**src/rtl/spi_pixel_bridge.sv**
```systemverilog
// SPI slave bridge: SPI words in/out of the Sobel pixel stream through RX and TX FIFOs.
// Define SPI_BRIDGE_ERR_FLAGS_EN to build the sticky rx_overflow_o / tx_underrun_o flags.
module spi_pixel_bridge #(
  parameter int DATA_W     = 8,
  parameter int FIFO_DEPTH = 4,
  parameter int CPOL       = 0,
  parameter int CPHA       = 0
) (
  input  logic              clk_i,
  input  logic              nreset_i,
  input  logic              spi_sck_i,
  input  logic              spi_cs_i,
  input  logic              spi_sdi_i,
  output logic              spi_sdo_o,
  output logic [DATA_W-1:0] rx_data_o,
  output logic              rx_valid_o,
  input  logic              rx_ready_i,
  input  logic [DATA_W-1:0] tx_data_i,
  input  logic              tx_valid_i,
  output logic              tx_ready_o,
  output logic              rx_overflow_o,
  output logic              tx_underrun_o,
  input  logic              err_clr_i
);

  localparam int AW = $clog2(FIFO_DEPTH);
  localparam int CW = $clog2(DATA_W + 1);
  localparam logic [CW-1:0] LAST_BIT  = CW'(DATA_W - 1);
  localparam logic [CW-1:0] CNT_ONE   = CW'(1);
  localparam logic [AW-1:0] PTR_ONE   = AW'(1);
  localparam logic [AW:0]   LVL_ONE   = (AW+1)'(1);
  localparam logic [AW:0]   LVL_FULL  = (AW+1)'(FIFO_DEPTH);
  localparam logic          SCK_IDLE  = (CPOL != 0);
  localparam logic          SAMPLE_TR = (CPHA != 0);

  // state | meaning
  // IDLE  | CS high (or not yet seen high since reset); SDO held 0
  // LOAD  | one cycle: pop TX FIFO into the TX shift register
  // SHIFT | sample/shift bits on SCK edges until DATA_W samples
  typedef enum logic [1:0] {IDLE, LOAD, SHIFT} state_t;

  logic [1:0] sck_sync_q, cs_sync_q, sdi_sync_q, sync_vld_q;
  logic       sck_prev_q, armed_q;
  logic       sck_s, cs_s, sdi_s;
  logic       sck_rise, sck_fall, lead_edge, trail_edge, sample_edge, shift_edge;

  assign sck_s = sck_sync_q[1];
  assign cs_s  = cs_sync_q[1];
  assign sdi_s = sdi_sync_q[1];

  // armed_q blocks a frame that was already in progress when reset released
  always_ff @(posedge clk_i or negedge nreset_i) begin
    if (!nreset_i) begin
      sck_sync_q <= {2{SCK_IDLE}};
      cs_sync_q  <= 2'b11;
      sdi_sync_q <= 2'b00;
      sck_prev_q <= SCK_IDLE;
      sync_vld_q <= 2'b00;
      armed_q    <= 1'b0;
    end else begin
      sck_sync_q <= {sck_sync_q[0], spi_sck_i};
      cs_sync_q  <= {cs_sync_q[0], spi_cs_i};
      sdi_sync_q <= {sdi_sync_q[0], spi_sdi_i};
      sck_prev_q <= sck_s;
      sync_vld_q <= {sync_vld_q[0], 1'b1};
      if (sync_vld_q[1] && cs_s) armed_q <= 1'b1;
    end
  end

  assign sck_rise    = sck_s & ~sck_prev_q;
  assign sck_fall    = ~sck_s & sck_prev_q;
  assign lead_edge   = SCK_IDLE ? sck_fall : sck_rise;
  assign trail_edge  = SCK_IDLE ? sck_rise : sck_fall;
  assign sample_edge = SAMPLE_TR ? trail_edge : lead_edge;
  assign shift_edge  = SAMPLE_TR ? lead_edge : trail_edge;

  logic [DATA_W-1:0] rx_mem_q [FIFO_DEPTH];
  logic [AW-1:0]     rx_wr_q, rx_rd_q;
  logic [AW:0]       rx_lvl_q;
  logic              rx_push_q, rx_push_d;
  logic [DATA_W-1:0] rx_word_q, rx_word_d;
  logic              rx_pop, rx_full, rx_wr_en;

  assign rx_pop     = rx_valid_o & rx_ready_i;
  assign rx_full    = (rx_lvl_q == LVL_FULL);
  assign rx_wr_en   = rx_push_q & (~rx_full | rx_pop);
  assign rx_valid_o = (rx_lvl_q != '0);
  assign rx_data_o  = rx_valid_o ? rx_mem_q[rx_rd_q] : '0;

  always_ff @(posedge clk_i) begin
    if (rx_wr_en) rx_mem_q[rx_wr_q] <= rx_word_q;
  end

  always_ff @(posedge clk_i or negedge nreset_i) begin
    if (!nreset_i) begin
      rx_wr_q  <= '0;
      rx_rd_q  <= '0;
      rx_lvl_q <= '0;
    end else begin
      if (rx_wr_en) rx_wr_q <= rx_wr_q + PTR_ONE;
      if (rx_pop)   rx_rd_q <= rx_rd_q + PTR_ONE;
      case ({rx_wr_en, rx_pop})
        2'b10:   rx_lvl_q <= rx_lvl_q + LVL_ONE;
        2'b01:   rx_lvl_q <= rx_lvl_q - LVL_ONE;
        default: rx_lvl_q <= rx_lvl_q;
      endcase
    end
  end

  logic [DATA_W-1:0] tx_mem_q [FIFO_DEPTH];
  logic [AW-1:0]     tx_wr_q, tx_rd_q;
  logic [AW:0]       tx_lvl_q;
  logic              tx_rdy_q, tx_push, tx_pop, tx_empty;
  logic [DATA_W-1:0] load_word;

  assign tx_empty   = (tx_lvl_q == '0);
  assign tx_ready_o = tx_rdy_q & (tx_lvl_q != LVL_FULL);
  assign tx_push    = tx_valid_i & tx_ready_o;
  assign load_word  = tx_empty ? '0 : tx_mem_q[tx_rd_q];

  always_ff @(posedge clk_i) begin
    if (tx_push) tx_mem_q[tx_wr_q] <= tx_data_i;
  end

  always_ff @(posedge clk_i or negedge nreset_i) begin
    if (!nreset_i) begin
      tx_wr_q  <= '0;
      tx_rd_q  <= '0;
      tx_lvl_q <= '0;
      tx_rdy_q <= 1'b0;
    end else begin
      tx_rdy_q <= 1'b1;
      if (tx_push) tx_wr_q <= tx_wr_q + PTR_ONE;
      if (tx_pop)  tx_rd_q <= tx_rd_q + PTR_ONE;
      case ({tx_push, tx_pop})
        2'b10:   tx_lvl_q <= tx_lvl_q + LVL_ONE;
        2'b01:   tx_lvl_q <= tx_lvl_q - LVL_ONE;
        default: tx_lvl_q <= tx_lvl_q;
      endcase
    end
  end

  state_t            state_q, state_d;
  logic [CW-1:0]     bit_cnt_q, bit_cnt_d;
  logic [DATA_W-1:0] rx_sr_q, rx_sr_d, tx_sr_q, tx_sr_d;
  logic              sdo_q, sdo_d;

  always_ff @(posedge clk_i or negedge nreset_i) begin
    if (!nreset_i) begin
      state_q   <= IDLE;
      bit_cnt_q <= '0;
      rx_sr_q   <= '0;
      tx_sr_q   <= '0;
      sdo_q     <= 1'b0;
      rx_push_q <= 1'b0;
      rx_word_q <= '0;
    end else begin
      state_q   <= state_d;
      bit_cnt_q <= bit_cnt_d;
      rx_sr_q   <= rx_sr_d;
      tx_sr_q   <= tx_sr_d;
      sdo_q     <= sdo_d;
      rx_push_q <= rx_push_d;
      rx_word_q <= rx_word_d;
    end
  end

  // CPHA=0 presents the MSB during LOAD; the trailing edge that closes the
  // previous word (counter already 0) must not shift it away.
  always_comb begin
    state_d   = state_q;
    bit_cnt_d = bit_cnt_q;
    rx_sr_d   = rx_sr_q;
    tx_sr_d   = tx_sr_q;
    sdo_d     = sdo_q;
    rx_push_d = 1'b0;
    rx_word_d = rx_word_q;
    tx_pop    = 1'b0;
    case (state_q)
      IDLE: begin
        bit_cnt_d = '0;
        sdo_d     = 1'b0;
        if (armed_q && !cs_s) state_d = LOAD;
      end
      LOAD: begin
        tx_pop  = ~tx_empty;
        tx_sr_d = SAMPLE_TR ? load_word : {load_word[DATA_W-2:0], 1'b0};
        if (!SAMPLE_TR) sdo_d = load_word[DATA_W-1];
        state_d = SHIFT;
      end
      SHIFT: begin
        if (sample_edge) begin
          rx_sr_d = {rx_sr_q[DATA_W-2:0], sdi_s};
          if (bit_cnt_q == LAST_BIT) begin
            bit_cnt_d = '0;
            rx_push_d = 1'b1;
            rx_word_d = rx_sr_d;
            state_d   = LOAD;
          end else begin
            bit_cnt_d = bit_cnt_q + CNT_ONE;
          end
        end
        if (shift_edge && (SAMPLE_TR || (bit_cnt_q != '0))) begin
          sdo_d   = tx_sr_q[DATA_W-1];
          tx_sr_d = {tx_sr_q[DATA_W-2:0], 1'b0};
        end
      end
      default: state_d = IDLE;
    endcase
    if (cs_s) begin
      state_d   = IDLE;
      bit_cnt_d = '0;
      sdo_d     = 1'b0;
    end
  end

  assign spi_sdo_o = (state_q != IDLE) & sdo_q;

`ifdef SPI_BRIDGE_ERR_FLAGS_EN
  logic ovf_q, und_q, ovf_set, und_set;

  assign ovf_set = rx_push_q & rx_full & ~rx_pop;
  assign und_set = (state_q == LOAD) & tx_empty;

  always_ff @(posedge clk_i or negedge nreset_i) begin
    if (!nreset_i) begin
      ovf_q <= 1'b0;
      und_q <= 1'b0;
    end else begin
      if (ovf_set)        ovf_q <= 1'b1;
      else if (err_clr_i) ovf_q <= 1'b0;
      if (und_set)        und_q <= 1'b1;
      else if (err_clr_i) und_q <= 1'b0;
    end
  end

  assign rx_overflow_o = ovf_q;
  assign tx_underrun_o = und_q;
`else
  logic unused_err_clr;
  assign unused_err_clr = err_clr_i;
  assign rx_overflow_o  = 1'b0;
  assign tx_underrun_o  = 1'b0;
`endif

endmodule

```
**config.mk**
```make
export PLATFORM = sky130hd
export DESIGN_NAME = spi_pixel_bridge
export DESIGN_NICKNAME = d
export VERILOG_FILES = /design/src/rtl/spi_pixel_bridge.sv
export SDC_FILE = /design/constraint.sdc
export NUM_CORES = 1
export LEC_CHECK = 0
export CELL_PAD_IN_SITES_DETAIL_PLACEMENT = 1
export CELL_PAD_IN_SITES_GLOBAL_PLACEMENT = 1
export CORE_AREA = 5 5 103 105
export DETAILED_ROUTE_END_ITERATION = 10
export DIE_AREA = 0 0 108 110
export DONT_BUFFER_PORTS = 1
export MAX_ROUTING_LAYER = met4
export PLACE_DENSITY = 0.83
export SLEW_MARGIN = 10
export SYNTH_ARGS = -nofsm -noshare
export SYNTH_HDL_FRONTEND = slang
export SYNTH_SLANG_ARGS = --single-unit
```
**constraint.sdc**
```tcl
create_clock -name clk_i -period 3 [get_ports clk_i]
set_clock_uncertainty 0.15 [all_clocks]
set_input_delay 0.3 -clock clk_i [delete_from_list [all_inputs] [get_ports clk_i]]
set_output_delay 0.3 -clock clk_i [all_outputs]
set_load 0.01 [all_outputs]
```
==> out/qor_table.md <==
| Quantity | Reported | Unit |
|---|---|---|
| Final layout net count | 391 | - |
| Number of hold violations in the final report | 0 | - |
| Period minus WS final | 2.46 | ns |
| Vias | 2637 | - |
| Die span in y | 110 | µm |
| Leak pwr | 2.26 | nW |
| Per-cell via count in the routed design | 5.23 | - |
| Starting Density | 51.6 | % |
| Worst slew pin tran | 0.636 | ns |
| Average wire per standard cell | 18.5 | µm |
| Detailed router's first-iteration violation count | 118 | - |
| DR DRC count | 0 | - |
| Clock tree from TritonCTS | yes | - |
| Syn Area/Cell | 14.7 | µm² |
| Number of cell instances on the worst register-to-register path | 11 | - |
| Setup repair after global routing missed its margin | no | - |
| F_max | 407 | MHz |
| Worst EP required | 2.55 | ns |
| Part of the cycle the worst path needs | 82.0 | % |
| Dpl ws | 0.640 | ns |
| Maximum number of buffers from clock root to sink | 2 | - |
| Number of detailed-route iterations in the first pass | 4 | - |
| Clock network latency to the later pin of the worst-skew pair | 0.51 | ns |
| Sequential fraction of the synthesis area | 66.5 | % |
| Wire length of the first global-routing pass | 15.5 | mm |
| Overall track demand over capacity in global routing | 18.2 | % |
| Number of max-slew violations in the final report | 0 | - |
| Vias in the first global route | 3046 | - |
| Number of inserted diodes | 0 | - |
| Maximum fanout encountered on the critical timing path | 10 | - |
| Fraction of layout instances using a drive strength above 1 | 18.3 | % |
| Io pins | 29 | - |
| Final worst-path setup slack | 0.541 | ns |
| Reg clk slew, reported paths | 0.06 | ns |
| Share of total power in combinational logic | 17.7 | % |
| Largest net degree at the start of global routing | 55 | - |
| Number of failing setup endpoints in the final timing report | 0 | - |
| Die Outline Area | 0.0119 | mm² |
| Clock network fraction of design power | 39.0 | % |
| Synthesized netlist cell count | 334 | - |
| Worst supply voltage drop on vdd | 0.000475 | V |
| Overall die width | 108 | µm |
| Delay of the slowest critical-path stage | 0.71 | ns |
| Multi-input logic area | 0.00148 | mm² |
| Number of synthesized flops with an enable pin | 64 | - |
| CTS H-tree lvls | 4 | - |
| Max Cap Viol | 0 | - |
| Post-synthesis sequential element count | 118 | - |
| Cell taking the most area after synthesis | edfxtp_1 | - |
| Most instantiated flip-flop cell in the synthesis netlist | edfxtp_1 | - |
| Sequential cell fraction of total power | 43.3 | % |
| Count of warnings emitted by yosys | 0 | - |
| Initial antenna violation count | 0 | - |
| Number of inserted filler cells in the final layout | 887 | - |
| Crit-path slowest cell | dfrtp_1 | - |
| Dominant delay contributor by cell family on the critical path | flip-flops | - |
| Min-Delay Path Depth | 2 | - |
| Row count | 36 | - |
| Relative slew slack | 57.6 | % |
| Area of all sequential standard cells | 0.00328 | mm² |
| Status | completed | - |
| Post-detailed-placement half-perimeter wirelength | 5.63 | mm |
| Data arrival time of the worst path | 2.01 | ns |
| Critical path cell sequence | mux4_2 -> and2_1 | - |
| Number of gates on the worst path with buffers counted | 2 | - |
| Post-synthesis instance area | 0.00493 | mm² |
| Class of the tightest hold or removal check | in -> reg | - |
| Post-synth top cells | edfxtp_1 (64), dfrtp_1 (52), nand2_1 (35) | - |
| Share of flip-flops with an asynchronous set or reset | 45.8 | % |
| Ranking of synthesized cells by area | edfxtp_1 (39%), dfrtp_1 (26%), mux4_2 (7.3%) | - |
| Weighted congestion reported at the end of routability-driven placement | 0.693 | - |
| Switch share | 28.8 | % |
| Number of clock sinks | 118 | - |
| Critical path class | reg -> out | - |
| Number of CTS-inserted buffers | 17 | - |
| Cell internal pwr | 3.57 | mW |
| Crit. End Element | output port | - |
| Unique cell type count in the Yosys netlist | 41 | - |
| Core Footprint | 0.00955 | mm² |
| Net switching power figure | 1.44 | mW |
| Final cell count without fillers | 504 | - |
| Post-route ant nets | 0 | - |
| Final sum of negative setup slack | 0 | ns |
| Layout-stage area growth over the synthesis result | 17.6 | % |
| Residual overflow from global routing | 0 | - |
| Most numerous cell in the Yosys netlist | edfxtp_1 | - |
| Areal power density over the cells | 865 | mW/mm² |
| Count of placed standard cells including taps | 457 | - |
| Nature of the critical path startpoint | flip-flop | - |
| Final wirelength | 9.34 | mm |
| Port Buf Inserts | 0 | - |
| Root Buffer Master | clkbuf_8 | - |
| Portion of synthesized cell area occupied by the leading cell type | 39.0 | % |
| Count of buffering cells on the critical path with inverters included | 0 | - |
-- path summary, 6_finish.rpt --
path                               start       endpoint  slack, ns
setup / recovery              rx_rd_q[0]   rx_data_o[5]       0.54
max in group asynchronous       nreset_i   cs_sync_q[0]       2.27
min in group asynchronous       nreset_i     state_q[1]       0.16
hold reg to reg            sck_sync_q[0]  sck_sync_q[1]       0.20
setup reg to reg             tx_lvl_q[1]    tx_lvl_q[2]       0.62
hold / removal                rx_ready_i     rx_wr_q[0]       0.05
-- stage by stage --
stage | util [%] | instance area, µm² | power [mW] | hold slack [ns]
3_5_place_dp | 52.8 | 5040 | 3.04 | -0.144
3_3_place_gp | 52.8 | 5040 | 2.97 | -0.143
4_1_cts | 60.6 | 5790 | 5.07 | 0.0372
6_report | 60.6 | 5790 | 5.01 | 0.0525
5_1_grt | 60.6 | 5790 | 5.27 | 0.0573
2_1_floorplan | - | 4930 | 2.85 | -0.146
-- cells in the final DEF, fill, tap and decap left out, types with 4 or more instances in the layout --
cell,n
nand3b_1,8
nand2b_1,4
dfrtp_1,52
a31oi_1,7
mux4_2,16
xor2_1,5
nand2_1,35
buf_4,4
mux2_2,10
a21oi_1,4
clkbuf_16,18
ha_1,15
clkinvlp_4,5
dlygate4sd3_1,14
and3_1,4
xnor2_1,7
edfxtp_1,64
and2_1,15
inv_1,23
nor2b_1,4
nor2_1,11
o21ai_0,7
-- final cells by class --
type,instances,area share [%]
clock buffer,19,8.02
timing repair buffer,19,3.41
tap,133,2.87
multi-input combinational,179,25.6
inverter,23,1.49
sequential,118,56.6
clock inverter,13,2.03
-- power groups by stage --
stage	sequential [mW]	combinational, mW	clock, mW
3_5_place_dp	2.20	0.842	0
3_3_place_gp	2.18	0.794	0
4_1_cts	2.18	0.906	1.99
2_1_floorplan	2.03	0.823	0
6_report	2.17	0.888	1.95
5_1_grt	2.21	0.984	2.07
-- worst reg2reg max path, stage by stage, from the launching register on --
cell and delay [ns]:
dfrtp_1 0.41, inv_1 0.12, a31oi_1 0.09, buf_4 0.17
and2_1 0.21, inv_1 0.09, ha_1 0.18, inv_1 0.06
fa_1 0.38, xor2_1 0.18, nor2_1 0.12, xor2_1 0.15
-- kinds of logic after synthesis --
group                    after synthesis  share of synthesized area, %
AO/OA/AOI/OAI                         25                          3.25
XOR/XNOR                              12                          2.13
adder cells (fa/ha/maj)               17                          4.62
buffers and inverters                 38                          3.48
flip-flops                           118                          66.5
multiplexers                          27                          9.80
other                                  2                         0.152
AND/OR/NAND/NOR                       95                          10.1
-- per-layer routing --
layer | GRT usage, % | wire (µm) | up-vias | share of wire, %
met2 | 32.8 | 5220 | 42 | 56
met5 | - | 0 | - | 0
met3 | 4.72 | 284 | 11 | 3.0
met4 | 6.40 | 87 | 0 | 0.93
met1 | 19.4 | 3760 | 1358 | 40
li1 | - | - | 1226 | -
-- registers in the layout (all words and copies together) (netlist names), 2 cells and up --
signal / count
bit_cnt_q: 4
cs_sync_q: 2
rx_lvl_q: 3
rx_mem_q: 32
rx_rd_q: 2
rx_sr_q: 7
rx_word_q: 8
rx_wr_q: 2
sck_sync_q: 2
sdi_sync_q: 2
state_q: 2
sync_vld_q: 2
tx_lvl_q: 3
tx_mem_q: 32
tx_rd_q: 2
tx_sr_q: 7
tx_wr_q: 2
-- timing repair --
action / CTS / global route
setup buffers: 0 / 0
hold buffers: 15 / 0
endpoints found under the hold margin: 91 / 0
resized for setup: 0 / 0
Power figures use the tool's default switching activity.
